===== src/rtl/vga_tile_ram_arbiter.sv =====
// ---------------------------------------------------------------------------
// vga_tile_ram_arbiter
//
// Shares one single-port tile RAM between the VGA scan-out fetch path and the
// game-logic writer. Display reads always win the port. Game writes go into a
// small FIFO and are written to RAM only in cycles with no display read. The
// block also reports FIFO occupancy and a sticky starvation flag so the game
// logic can slow down.
//
// Ports:
//   clk, rst_n           clock (rising edge) and asynchronous active-low reset
//   vid_req, vid_addr    display read request and tile address
//   vid_valid, vid_data  read result, one cycle after each vid_req cycle
//   wr_valid, wr_ready   game write handshake (accepted on wr_valid & wr_ready)
//   wr_addr, wr_data     game write address and tile code
//   ram_en, ram_we       RAM access strobe and write enable (0 = read)
//   ram_addr, ram_wdata  RAM address and write data
//   ram_rdata            RAM read data, valid one cycle after a read
//   fifo_level           number of writes currently queued
//   wr_starve            sticky flag: queued writes waited too long
//   starve_clr           clears wr_starve and the starvation counter
// ---------------------------------------------------------------------------
module vga_tile_ram_arbiter #(
    parameter int AW           = 11,
    parameter int DW           = 4,
    parameter int FIFO_DEPTH   = 8,
    parameter int STARVE_LIMIT = 1024
) (
    input  logic                        clk,
    input  logic                        rst_n,
    input  logic                        vid_req,
    input  logic [AW-1:0]               vid_addr,
    output logic                        vid_valid,
    output logic [DW-1:0]               vid_data,
    input  logic                        wr_valid,
    output logic                        wr_ready,
    input  logic [AW-1:0]               wr_addr,
    input  logic [DW-1:0]               wr_data,
    output logic                        ram_en,
    output logic                        ram_we,
    output logic [AW-1:0]               ram_addr,
    output logic [DW-1:0]               ram_wdata,
    input  logic [DW-1:0]               ram_rdata,
    output logic [$clog2(FIFO_DEPTH):0] fifo_level,
    output logic                        wr_starve,
    input  logic                        starve_clr
);

    localparam int PW = $clog2(FIFO_DEPTH);
    localparam int CW = $clog2(STARVE_LIMIT + 1);
    localparam logic [PW:0]   DEPTH_L      = (PW + 1)'(FIFO_DEPTH);
    localparam logic [CW-1:0] LIMIT_L      = CW'(STARVE_LIMIT);
    localparam logic [CW-1:0] LIMIT_LESS_1 = CW'(STARVE_LIMIT - 1);

    typedef enum logic [1:0] {
        IDLE  = 2'd0,
        READ  = 2'd1,
        WRITE = 2'd2
    } grant_t;

    grant_t              state;
    grant_t              grant;
    logic [AW+DW-1:0]    fifo_mem [FIFO_DEPTH];
    logic [PW-1:0]       rd_ptr;
    logic [PW-1:0]       wr_ptr;
    logic [PW:0]         level;
    logic                push;
    logic                pop;
    logic [CW-1:0]       starve_cnt;
    logic [DW-1:0]       vid_data_q;

    assign fifo_level = level;
    assign wr_ready   = (level < DEPTH_L);
    assign push       = wr_valid & wr_ready;
    assign pop        = (grant == WRITE);

    // State register: remembers what the RAM port did last cycle, which
    // decides whether ram_rdata is meaningful this cycle.
    always_ff @(posedge clk or negedge rst_n) begin
        if (!rst_n) begin
            state <= IDLE;
        end else begin
            state <= grant;
        end
    end

    // Next-state / grant: display first, then the FIFO head, else idle.
    // Reset forces IDLE so no RAM access leaks out while rst_n is low, even
    // before the registers have been cleared by the first clock.
    always_comb begin
        grant = IDLE;
        if (!rst_n) begin
            grant = IDLE;
        end else if (vid_req) begin
            grant = READ;
        end else if (level != '0) begin
            grant = WRITE;
        end
    end

    // Output logic: RAM port driven straight from the current grant. Read
    // data is forwarded in the cycle after a READ so the display sees a fixed
    // one-cycle latency; in other cycles the last returned tile is held.
    always_comb begin
        ram_en    = 1'b0;
        ram_we    = 1'b0;
        ram_addr  = '0;
        ram_wdata = '0;
        case (grant)
            READ: begin
                ram_en   = 1'b1;
                ram_addr = vid_addr;
            end
            WRITE: begin
                ram_en                = 1'b1;
                ram_we                = 1'b1;
                {ram_addr, ram_wdata} = fifo_mem[rd_ptr];
            end
            default: begin
            end
        endcase
        vid_valid = (state == READ);
        vid_data  = (state == READ) ? ram_rdata : vid_data_q;
    end

    // Holding register for the last tile code returned to the display.
    always_ff @(posedge clk or negedge rst_n) begin
        if (!rst_n) begin
            vid_data_q <= '0;
        end else if (state == READ) begin
            vid_data_q <= ram_rdata;
        end
    end

    // FIFO storage. Contents need no reset: the pointers and level decide
    // what is live.
    always_ff @(posedge clk) begin
        if (push) begin
            fifo_mem[wr_ptr] <= {wr_addr, wr_data};
        end
    end

    // FIFO pointers and occupancy. Depth is a power of two, so the pointers
    // wrap on their own. A push and pop together leave the level unchanged.
    always_ff @(posedge clk or negedge rst_n) begin
        if (!rst_n) begin
            rd_ptr <= '0;
            wr_ptr <= '0;
            level  <= '0;
        end else begin
            if (push) begin
                wr_ptr <= wr_ptr + PW'(1);
            end
            if (pop) begin
                rd_ptr <= rd_ptr + PW'(1);
            end
            case ({push, pop})
                2'b10:   level <= level + (PW + 1)'(1);
                2'b01:   level <= level - (PW + 1)'(1);
                default: level <= level;
            endcase
        end
    end

    // Starvation tracking: count cycles where writes are waiting but the
    // display holds the port. The flag is sticky until starve_clr, and the
    // clear takes precedence over a set arriving in the same cycle.
    always_ff @(posedge clk or negedge rst_n) begin
        if (!rst_n) begin
            starve_cnt <= '0;
            wr_starve  <= 1'b0;
        end else if (starve_clr) begin
            starve_cnt <= '0;
            wr_starve  <= 1'b0;
        end else if (level == '0 || grant != READ) begin
            starve_cnt <= '0;
        end else if (starve_cnt != LIMIT_L) begin
            starve_cnt <= starve_cnt + CW'(1);
            if (starve_cnt == LIMIT_LESS_1) begin
                wr_starve <= 1'b1;
            end
        end
    end

endmodule


===== config.mk =====
export PLATFORM = sky130hd
export DESIGN_NAME = vga_tile_ram_arbiter
export DESIGN_NICKNAME = d
export VERILOG_FILES = /design/src/rtl/vga_tile_ram_arbiter.sv
export SDC_FILE = /design/constraint.sdc
export NUM_CORES = 1
export LEC_CHECK = 0
export CAP_MARGIN = 25
export CORE_MARGIN = 2
export CORE_UTILIZATION = 61
export DETAILED_ROUTE_END_ITERATION = 8
export PLACE_DENSITY = 0.85
export SYNTH_ARGS = -nofsm -noshare
export SYNTH_HDL_FRONTEND = slang
export SYNTH_SLANG_ARGS = --single-unit

===== constraint.sdc =====
create_clock -name clk -period 5.9 [get_ports clk]
set_input_delay 0.885 -clock clk [delete_from_list [all_inputs] [get_ports clk]]
set_output_delay 0.885 -clock clk [all_outputs]
set_load 0.1 [all_outputs]

# [Word level (Yosys, flattened, before mapping)]
# Memory sizes are Yosys's and may differ from the RTL's.
# Index checks and enable logic that the tools add are counted.
# Widths: inputs -> output; s select.
[word_totals] ff_bits=28 ram_bits=120 in_bits=35 elab_cells=51 mem_count=1
[op_classes] addsub=5 order_cmp=1 n_eq_ne=9 n_mux=18 bitwise=1 reduce_logical=9
[memory_table] name="fifo_mem" depth=8 width=15 read_ports=1 rd_ports_with_merged_regs=0 write_ports=1 line_no="63" text="logic [AW+DW-1:0] fifo_mem [FIFO_DEPTH];"
[ops] operator="$mux 11" n=3
[ops] operator="$pmux 11 s2" n=1
[ops] operator="$add 11x1->11 const B" n=1
[ops] operator="$eq 11x10->1 const B" n=1
[ops] operator="$ne 11x11->1 const B" n=1
[ops] operator="$mux 1" n=8
[ops] operator="$mux 4" n=2
[ops] operator="$pmux 4 s2" n=1
[ops] operator="$add 3x1->3 const B" n=2
[ops] operator="$eq 2x1->1 const B" n=3
[ops] operator="$mux 2" n=3
[ops] operator="$reduce_bool 2->1" n=3
[ops] operator="$add 4x1->4 const B" n=1
[ops] operator="$eq 2x2->1 const B" n=2
[ops] operator="$logic_not 4->1" n=1
[ops] operator="$lt 4x4->1 const B" n=1
[ops] operator="$reduce_bool 4->1" n=1
[ops] operator="$sub 4x1->4 const B" n=1
[ops] operator="$reduce_and 3->1" n=1
[ops] operator="$reduce_bool 3->1" n=1
[ops] operator="$ne 2x1->1 const B" n=1
[ops] operator="$ne 2x2->1 const B" n=1
[ops] operator="$reduce_or 2->1" n=1
[ops] operator="$and 1x1->1" n=1
[ops] operator="$logic_or 1x1->1" n=1

# [Logic depth before layout (Yosys ltp)]
[logic_depth] ltp_word=8 depth_mapped=12 depth_no_buf=10

# [Worst setup path after synthesis]
# OpenSTA, ideal clock, no wires.
[synth_path] path_type="register to output" start="reg level[1], in the netlist fifo_level[1]" end="out ram_addr[0]" t_arrival_ns=3.694 slack_ns=1.321 stages_incl_launch_ff=5 n_path_buf=1 path_cell_list="dfrtp_1 or4_4 nand3b_4 buf_8 o21ai_0"
[synth_between] elab_chain_cells=6
[synth_lines] item="start, declared" line_no="66" text="logic [PW:0] level;"
[synth_lines] item="start signal, assigned" line_no="158" text="2'b10: level <= level + (PW + 1)'(1);"
[synth_lines] item="start signal, assigned" line_no="159" text="2'b01: level <= level - (PW + 1)'(1);"
[synth_lines] item="start signal, assigned" line_no="160" text="default: level <= level;"
[synth_lines] item="$reduce_bool 4->1 *" line_no="96" text="end else if (level != '0) begin"
[synth_lines] item="$mux 2 *" line_no="96"
[synth_lines] item="$mux 2 *" line_no="94" text="end else if (vid_req) begin"
[synth_lines] item="$mux 2 *" line_no="92" text="if (!rst_n) begin"
[synth_lines] item="$eq 2x2->1 or $eq 2x1->1 (tied branches)" line_no="109" text="case (grant)"
[synth_lines] item="$pmux 11 s2 *" line_no="109"
[synth_lines] item="end, declared" line_no="41" text="output logic [AW-1:0] ram_addr,"
# Every way passes the cells marked *; elsewhere a longest branch is shown, timed or not.

# [Worst setup path after layout]
[layout_path] start="in rst_n" end="out ram_addr[0]"
[layout_between] elab_chain_cells=3
[layout_lines] item="start, declared" line_no="30" text="input logic rst_n,"
[layout_lines] item="$mux 2 *" line_no="92"
[layout_lines] item="$eq 2x2->1 or $eq 2x1->1 (tied branches)" line_no="109"
[layout_lines] item="$pmux 11 s2 *" line_no="109"
# Marked as above.

==> flow_summary.yaml <==
outcome:
  status: "complete, no violations"
sta:
  finalSetupViolCount: 0
  period_share: 0.689
  relSlewSlack: 0.322
  whs_ns: 0.498
  skew_ns: 0.00822
  setup-tns-final_ns: 0
  fin_crit_ns: 4.07
  slew_violations: 0
  layout_setup_ws_ns: 1.83
  worstMarginPinSlew_ns: 1.01
  fmax_mhz: 246
  rsz0062_at_grt: "false"
  finalHoldViolCount: 0
final_layout:
  nNetsFinal: 453
  layout-drive-gt1-share: 0.236
  diodes: 0
  area_growth_pct: 21.9
floorplan:
  start_util: 0.623
  io-pin-count: 63
  coreArea_um2: 9730
  rows: 36
  die_h_um: 104
  die_w_um: 104
  die_area_um2: 10800
grt:
  grt_pass1_vias: 3517
  grt_overflow: 0
  grt_pass1_wl_um: 19800
  grt_max_degree: 33
  antenna_found_initial: 1
  grtUsageTotal: 0.252
clocking:
  numCtsBuffers: 17
  clock_latency_ns: 0.52
  post_cts_buffers: 0
  postCtsHoldBufs: 0
  cts_sinks: 148
  cts_root_buf: "clkbuf_8"
  htreeDepth: 4
  cts-resized-gates: 0
  cts_tree: "done"
  cts_max_path_buffers: 2
  cts.clk_slew.worst_paths_ns: 0.06
drt:
  wl_per_cell_um: 22.5
  dr_total_vias: 3289
  post_drt_via_cell_ratio: 5.92
  first_pass_iters: 5
  ant_nets: 0
  routed_wirelength_um: 12500
  route.detailed.drc: 0
  drtIter0Drc: 273
critical_path:
  worst-r2r-cell-count: 10
  path_class: "in -> out"
  path_max_fanout: 15
  endpoint_kind: "output pin"
  start_kind: "primary input"
  worstPathRequired_ns: 5.02
  arrival_ns: 3.18
yosys:
  synth_top_cell_area_share: 0.594
  synth_top_area_cell: "edfxtp_1"
  yosysSeqAreaShare: 0.710
  syn_avg_cell_area_um2: 17.9
  ys_types: 39
  synth_seq_cells: 148
  synth_area_leaders: "edfxtp_1 (59%), dfrtp_1 (12%), mux4_2 (11%)"
  yosysWarnings: 0
  synth_cells: 339
  netlist_area_um2: 6060
  syn_nets: 381
place:
  routabilityCongestion: 0.808
  io_buffers: 62
  pre_cts_ws_ns: 1.78
  dp_hpwl_um: 7280
worst_hold_path:
  hold_path.class: "reg -> reg"
  min_delay_path_depth: 1
power_and_ir_drop:
  max-vdd-ir-drop_mv: 0.234
  cellPowerDensity_nw_per_um2: 488
  power_mw: 3.61
  leakagePower_nw: 2.59
run:
  max_cap_viol_count: 0
[stage by stage]
| stage | cell area [um^2] | util | std cells |
|---|---|---|---|
| floorplan | 6060 | - | 339 |
| global placement | 6770 | 0.695 | 523 |
| detailed placement | 6790 | 0.698 | 524 |
| CTS | 7380 | 0.758 | 555 |
| global route | 7390 | 0.760 | 556 |
| finish | 7390 | 0.760 | 556 |
[critical path: stages]
cell             delay, ns
clkdlybuf4s50_1       0.90
and2_0                0.83
nand2_1               0.11
o21ai_0               0.12
buf_4                 0.33
[Yosys cell counts]
master,count
o21ai_0,11
nand2_2,1
clkbuf_1,2
xor2_1,10
or4_4,1
buf_1,1
inv_2,1
mux2_2,6
buf_8,1
a22oi_1,1
ha_1,7
o21a_1,1
and4_1,1
or2_1,1
nor3_1,6
edfxtp_1,120
nand2_1,21
and3_1,1
nand3b_4,1
a31oi_1,1
nor2_1,23
nor2b_1,2
nand3b_1,3
nand2b_1,4
a21oi_1,3
buf_2,4
xnor2_1,8
dfrtp_1,28
buf_4,1
nand4b_1,1
a41oi_1,1
buf_6,4
and2_0,1
nand4_1,4
nand3_1,3
inv_1,6
mux4_2,30
mux2i_1,16
nor4b_1,2
[layout make-up]
cell class	count	area, um^2
fillers	543	2330
clock buffers	17	414
inverters	7	26.3
clock inverters	14	179
multi-input cells	171	1670
well taps	133	166
flip-flops and latches	148	4310
repair buffers	66	631
[worst paths after layout]
path,end,from,slack (ns)
min reg2reg,vid_data_q[0]$_DFF_PN0_,vid_data_q[0]$_DFF_PN0_,0.50
max in group asynchronous,starve_cnt[8]$_DFFE_PN0P_,rst_n,4.44
min,vid_data_q[0]$_DFF_PN0_,vid_data_q[0]$_DFF_PN0_,0.50
max,ram_addr[0],rst_n,1.83
max reg2reg,fifo_level[2]$_DFFE_PN0P_,fifo_level[2]$_DFFE_PN0P_,3.11
min in group asynchronous,vid_data_q[0]$_DFF_PN0_,rst_n,0.77
[cell usage in the layout (no fill, tap or decap), drive strengths merged, types with 8 or more instances in the layout]
cell	n
xor2	10
o21ai	11
inv	10
mux2i	16
nor2	23
dfrtp	28
xnor2	8
clkbuf	17
nand2	22
buf	20
mux4	30
edfxtp	120
clkdlybuf4s50	46
[cell families (layout without fill, tap and decap cells)]
family / count (synthesis) / in the layout / share of synthesized area
AND/OR/NAND/NOR: 76 / 76 / 0.0638
flip-flops: 148 / 148 / 0.710
AO/OA/AOI/OAI: 18 / 18 / 0.0165
adder cells (fa/ha/maj): 7 / 7 / 0.0144
multiplexers: 52 / 52 / 0.149
buffers and inverters: 20 / 104 / 0.0206
XOR/XNOR: 18 / 18 / 0.0260
[power breakdown]
| part | total [mW] | switching (mW) | internal, mW |
|---|---|---|---|
| Sequential | 1.39 | 0.135 | 1.26 |
| Combinational | 1.15 | 0.721 | 0.429 |
| Clock | 1.07 | 0.422 | 0.647 |
| Total | 3.61 | 1.28 | 2.33 |
[flip-flops by register name, summed over array words and instances (netlist names)]
name and count:
fifo_mem 120, fifo_level 4, wr_ptr 3, starve_cnt 11, wr_starve 1, vid_data_q 4, rd_ptr 3, state 2
[metal layers]
metal / track usage / wire length [um] / vias to the layer above
met1: 0.322 / 4800 / 1673
li1: - / - / 1462
met3: 0.0636 / 847 / 24
met4: 0.0946 / 249 / 2
met2: 0.425 / 6620 / 128
met5: 0 / 13 / -
Note: power is estimated with default switching activity, not from simulation.
==> variant 1 (config.mk and constraints unchanged) <==
The parameter `FIFO_DEPTH` goes from 8 to 16.
--- a/src/rtl/vga_tile_ram_arbiter.sv
+++ b/src/rtl/vga_tile_ram_arbiter.sv
@@ -23,7 +23,7 @@
 module vga_tile_ram_arbiter #(
     parameter int AW           = 11,
     parameter int DW           = 4,
-    parameter int FIFO_DEPTH   = 8,
+    parameter int FIFO_DEPTH   = 16,
     parameter int STARVE_LIMIT = 1024
 ) (
     input  logic                        clk,
Ports: changed (resized fifo_level); port bits go from 63 to 64. The function was not compared with the original's and may differ.
==> variant 1 against the unedited design <==
- register-to-register slack got worse by 0.16 ns
- cell count increased by 77%
- combinational power increased by 71%
- setup slack got worse by 0.71 ns
- wire length increased by 110%
- sequential cell count increased by 123
- area after synthesis increased by 84%
- global-route usage increased by 1.5 points
- count of clock-buffer cells in the layout increased by 11
- total power increased by 72%
- final area increased by 75%
- clock power increased by 68%
==> variant 1: results (changes against the unedited design) <==
[placed_design]
pre_cts_slack_ns=1.28  ; was 1.78 ns
routabilityCongestion=0.826  ; was 0.808
dp_hpwl_microns=15000  ; was 7280 microns

[synthesis]
ys_types=46  ; was 39
synth_xor_area_share_pct=1.33  ; was 2.60%
synth_adder_area_share_pct=1.23  ; was 1.44%
async_flop_share_pct=11.4  ; was 18.9%
synth-compound-area-share_pct=5.59  ; was 1.65%
syn_nets=709  ; was 381
synth_common_cells=edfxtp_1 (240), mux2i_1 (67), nor2_1 (39)  ; was edfxtp_1 (120), mux4_2 (30), dfrtp_1 (28)

[setup_path]
cp.arrival_ns=3.89  ; was 3.18 ns
crit-reg2reg-launch=fifo_level[4]  ; was fifo_level[2]
cp_slowest_stage_delay_ns=0.77  ; was 0.90 ns
crit_fanout=14  ; was 15
r2r_slack_ns=2.95  ; was 3.11 ns

[status]
outcome=finished, final reports clean  ; unchanged

[routing]
via_per_inst=6.54  ; was 5.92
drt-total-wl_microns=26600  ; was 12500 microns

[layout]
drive_above_1_share_pct=15.0  ; was 23.6%
nNetsFinal=780  ; was 453
largest_reg_flops=240  ; was 120

[global_routing]
grt_pass1_vias=6488  ; was 3517
grt_util_all_layers_pct=26.7  ; was 25.2%

[timing]
fin_skew_ns=0.0177  ; was 0.00822 ns

[pwr]
irDropWorstVdd_mv=0.500  ; was 0.234 mV

variant 1: changes by cell type after synthesis, sizes merged, moves of 17 or more:
| cell | before | now |
|---|---|---|
| edfxtp | 120 | 240 |
| mux2i | 16 | 67 |
| o22ai | 0 | 23 |
| a211oi | 0 | 19 |
| clkbuf | 2 | 20 |
| a21oi | 3 | 20 |
variant 1: routing by layer:
layer / track usage [%] / share of wire (%) / vias to the layer above
li1: - / - / 2736
met1: 35.2 / 37 / 3287
met2: 45.7 / 53 / 353
met3: 3.96 / 7.7 / 60
met4: 9.89 / 2.9 / 0
met5: 0 / 0 / -
variant 1: worst reg2reg max path, delay by kind of cell, from the launching register on:
family / cells / cell delay (ns)
buf+inv: 1 / 0.24
simple gates: 3 / 1.91
flops: 1 / 0.41
variant 1: worst max path at each step:
stage,start,to,slack (ns),depth (start not counted)
2_1_floorplan,fifo_level[1],ram_wdata[0],1.04,6
3_3_place_gp,vid_req,ram_addr[5],1.38,7
3_5_place_dp,vid_req,ram_addr[4],1.28,7
4_1_cts,vid_req,ram_addr[4],1.23,7
5_1_grt,vid_req,ram_addr[4],1.12,7
6_report,vid_req,ram_addr[4],1.13,7
variant 1: cell type report:
class                   count  area (sq um)  area share (%)
flip-flops and latches    271          7990            61.6
multi-input cells         347          2920            22.5
repair buffers             79           806            6.21
clock buffers              28           679            5.24
well taps                 229           287            2.21
clock inverters            20           259            2.00
inverters                   9          33.8           0.260
diodes                      1          2.50          0.0193
variant 1: report_power, final:
group / total, mW / leakage, nW / internal, mW / switching [mW]
clock network: 1.80 / 0.458 / 1.10 / 0.707
logic: 1.97 / 1.52 / 0.684 / 1.29
registers: 2.41 / 2.55 / 2.24 / 0.172
variant 1: cell families (layout without fill, tap and decap cells):
family | count (synthesis) | in the layout
multiplexers | 100 | 100
AND/OR/NAND/NOR | 129 | 129
flip-flops | 271 | 271
other | 0 | 1
adder cells (fa/ha/maj) | 11 | 11
XOR/XNOR | 17 | 17
buffers and inverters | 45 | 136
AO/OA/AOI/OAI | 90 | 90
==> variant 2 (config.mk and constraints unchanged) <==
Made on the original files. Put one more register stage on the output `fifo_level`, cleared by the reset. The value now appears one clock later. The other outputs are not delayed to match.
--- a/src/rtl/vga_tile_ram_arbiter.sv
+++ b/src/rtl/vga_tile_ram_arbiter.sv
@@ -69,7 +69,13 @@
     logic [CW-1:0]       starve_cnt;
     logic [DW-1:0]       vid_data_q;
 
-    assign fifo_level = level;
+    always_ff @(posedge clk or negedge rst_n) begin
+        if (!rst_n) begin
+            fifo_level <= '0;
+        end else begin
+            fifo_level <= level;
+        end
+    end
     assign wr_ready   = (level < DEPTH_L);
     assign push       = wr_valid & wr_ready;
     assign pop        = (grant == WRITE);
Behaviour: not the same (a bounded check fails within 4 cycles, from zero or initial values and one cycle with rst_n low).
==> variant 2 against the unedited design <==
- sequential cell count grew 4
- core utilization grew 1.7 points
- setup slack lost 0.46 ns
- cell count grew 1.8%
- wire length shrank 0.13%
- area after synthesis grew 1.7%
- largest cell class unchanged
- final area grew 2.7%
- first-iteration DRC count shrank 6.2%
- critical path type unchanged
- total power grew 2.0%
==> variant 2: results (changes against the unedited design) <==
[status]
outcome=finished, final reports clean  ; unchanged

[routing]
first_pass_iters=4  ; was 5
met3RoutedLength_microns=650  ; was 847 microns
via_per_inst=5.90  ; was 5.92
route.met2.wl_microns=6680  ; was 6620 microns
drt-total-wl_microns=12500  ; about the same
drtIter0Drc=256  ; was 273
dr_total_vias=3339  ; was 3289
wl_met1_microns=5000  ; was 4800 microns
top_layer=met4  ; was met5

[pwr]
power_leakage_nw=2.64  ; was 2.59 nW
irDropWorstVdd_mv=0.442  ; was 0.234 mV
swShare_pct=34.9  ; was 35.4%

[clock_network]
clk_pin_slew_ns=0.06  ; about the same
post_cts_buffers=0  ; unchanged
h-tree-depth=4  ; unchanged
cts_inserted_buffers=17  ; unchanged
cts_resized=0  ; unchanged
root_buffer=clkbuf_8  ; unchanged
clk_path_buf_depth=2  ; unchanged
clkLatencyLatePin_ns=0.52  ; about the same

[timing]
fin_skew_ns=0.00805  ; was 0.00822 ns
worstMarginPinSlew_ns=1.08  ; was 1.01 ns

[setup_path]
crit_end=ram_addr[4]  ; was ram_addr[0]
crit-reg2reg-launch=level[2]  ; was fifo_level[2]
ff2ff_path_depth=10  ; unchanged
cp.arrival_ns=3.64  ; was 3.18 ns
cp_slowest_cell=clkdlybuf4s50_1  ; unchanged
startpoint=vid_req  ; was rst_n
r2r_slack_ns=3.12  ; was 3.11 ns
crit_fanout=14  ; was 15
r2r-end=level[2]  ; was fifo_level[2]
cp_slowest_stage_delay_ns=1.17  ; was 0.90 ns

[synthesis]
synth_common_cells=edfxtp_1 (120), dfrtp_1 (32), mux4_2 (30)  ; was edfxtp_1 (120), mux4_2 (30), dfrtp_1 (28)
avgSynthCellArea_sq_um=18.0  ; was 17.9 sq um
yosysSeqAreaShare_pct=71.4  ; was 71.0%
synth_edf_count=120  ; unchanged
synthTopCellsByArea=edfxtp_1 (58%), dfrtp_1 (13%), mux4_2 (11%), mux2i_1 (2.6%), ha_1 (1.4%)  ; was edfxtp_1 (59%), dfrtp_1 (12%), mux4_2 (11%), mux2i_1 (2.6%), ha_1 (1.4%)
ys_types=39  ; unchanged
yosys_warnings=0  ; unchanged
ys.flop_type=edfxtp_1  ; unchanged
syn_nets=385  ; was 381
async_flop_share_pct=21.1  ; was 18.9%

[worst_hold_path]
hp-class=in -> async  ; was reg -> reg

[layout]
nNetsFinal=462  ; was 453
drive_above_1_share_pct=20.6  ; was 23.6%
diodes=0  ; unchanged
top_regs=fifo_mem x120, starve_cnt x11  ; unchanged
largest-register=fifo_mem  ; unchanged

[global_routing]
grt_pass1_wl_microns=19500  ; was 19800 microns
grt_max_degree=35  ; was 33
antenna_found_initial=0  ; was 1
grt_util_all_layers_pct=24.7  ; was 25.2%
grt_pass1_vias=3525  ; was 3517

[placed_design]
routabilityCongestion=0.733  ; was 0.808
dp_hpwl_microns=7350  ; was 7280 microns
dpl_cell_area_sq_um=6940  ; was 6790 sq um
dp_cells=529  ; was 524
port_buffers=62  ; unchanged

[variant 2: cell types whose count changed in the layout (fill, tap and decap cells not counted), moves of 3 or more]
cell,delta
clkinv_4,-3
buf_8,+3
dfrtp_1,+4
clkdlybuf4s50_1,+15
buf_4,-15
[variant 2: cell families after synthesis]
kind of cell | count (synthesis) | share of synthesized area [%]
simple gates | 76 | 6.27
fa+ha+maj | 7 | 1.42
buf+inv | 20 | 2.03
xor+xnor | 18 | 2.56
flops | 152 | 71.4
mux | 52 | 14.7
compound gates | 18 | 1.62
[variant 2: layer usage]
layer  track usage, %  up-vias
met4             8.01        0
li1                 -     1488
met2             41.0      138
met5                0        -
met1             31.6     1697
met3             7.49       16
[variant 2: area by class of cell]
class                   instances  area, sq um
clock buffers                  18          418
clock inverters                14          170
fillers                       528         2180
inverters                       7         26.3
multi-input cells             171         1670
flip-flops and latches        152         4410
well taps                     133          166
repair buffers                 71          737
[variant 2: worst min path at each step]
stage                        start       endpoint  depth (start not counted)
after floorplan           level[3]  fifo_level[3]                          0
after global placement    level[3]  fifo_level[3]                          0
after detailed placement  level[3]  fifo_level[3]                          0
after CTS                    rst_n  fifo_level[3]                          2
after global routing         rst_n  fifo_level[3]                          2
final                        rst_n  starve_cnt[9]                          2
[variant 2: power by group through the flow]
stage	Sequential (mW)	Combinational [mW]	Clock, mW
CTS	1.45	1.16	1.08
global route	1.47	1.22	1.12
detailed placement	1.47	1.14	0
finish	1.45	1.16	1.07
floorplan	1.48	0.832	0
global placement	1.48	1.08	0
[variant 2: stage by stage]
| step | setup WS, ns | utilization, % | hold slack [ns] |
|---|---|---|---|
| after floorplan | 1.67 | - | 0.395 |
| final | 1.38 | 77.7 | 0.424 |
| after global routing | 1.25 | 77.7 | 0.451 |
| after detailed placement | 1.38 | 71.0 | 0.426 |
| after global placement | 1.49 | 70.7 | 0.420 |
| after CTS | 1.38 | 77.0 | 0.414 |
[variant 2: worst max-delay path, delay by kind of cell]
kind / cells / cell delay [ns]
AOI/OAI and AO/OA: 1 / 0.12
buffers and inverters: 2 / 1.67
and+or+nand+nor: 2 / 0.96
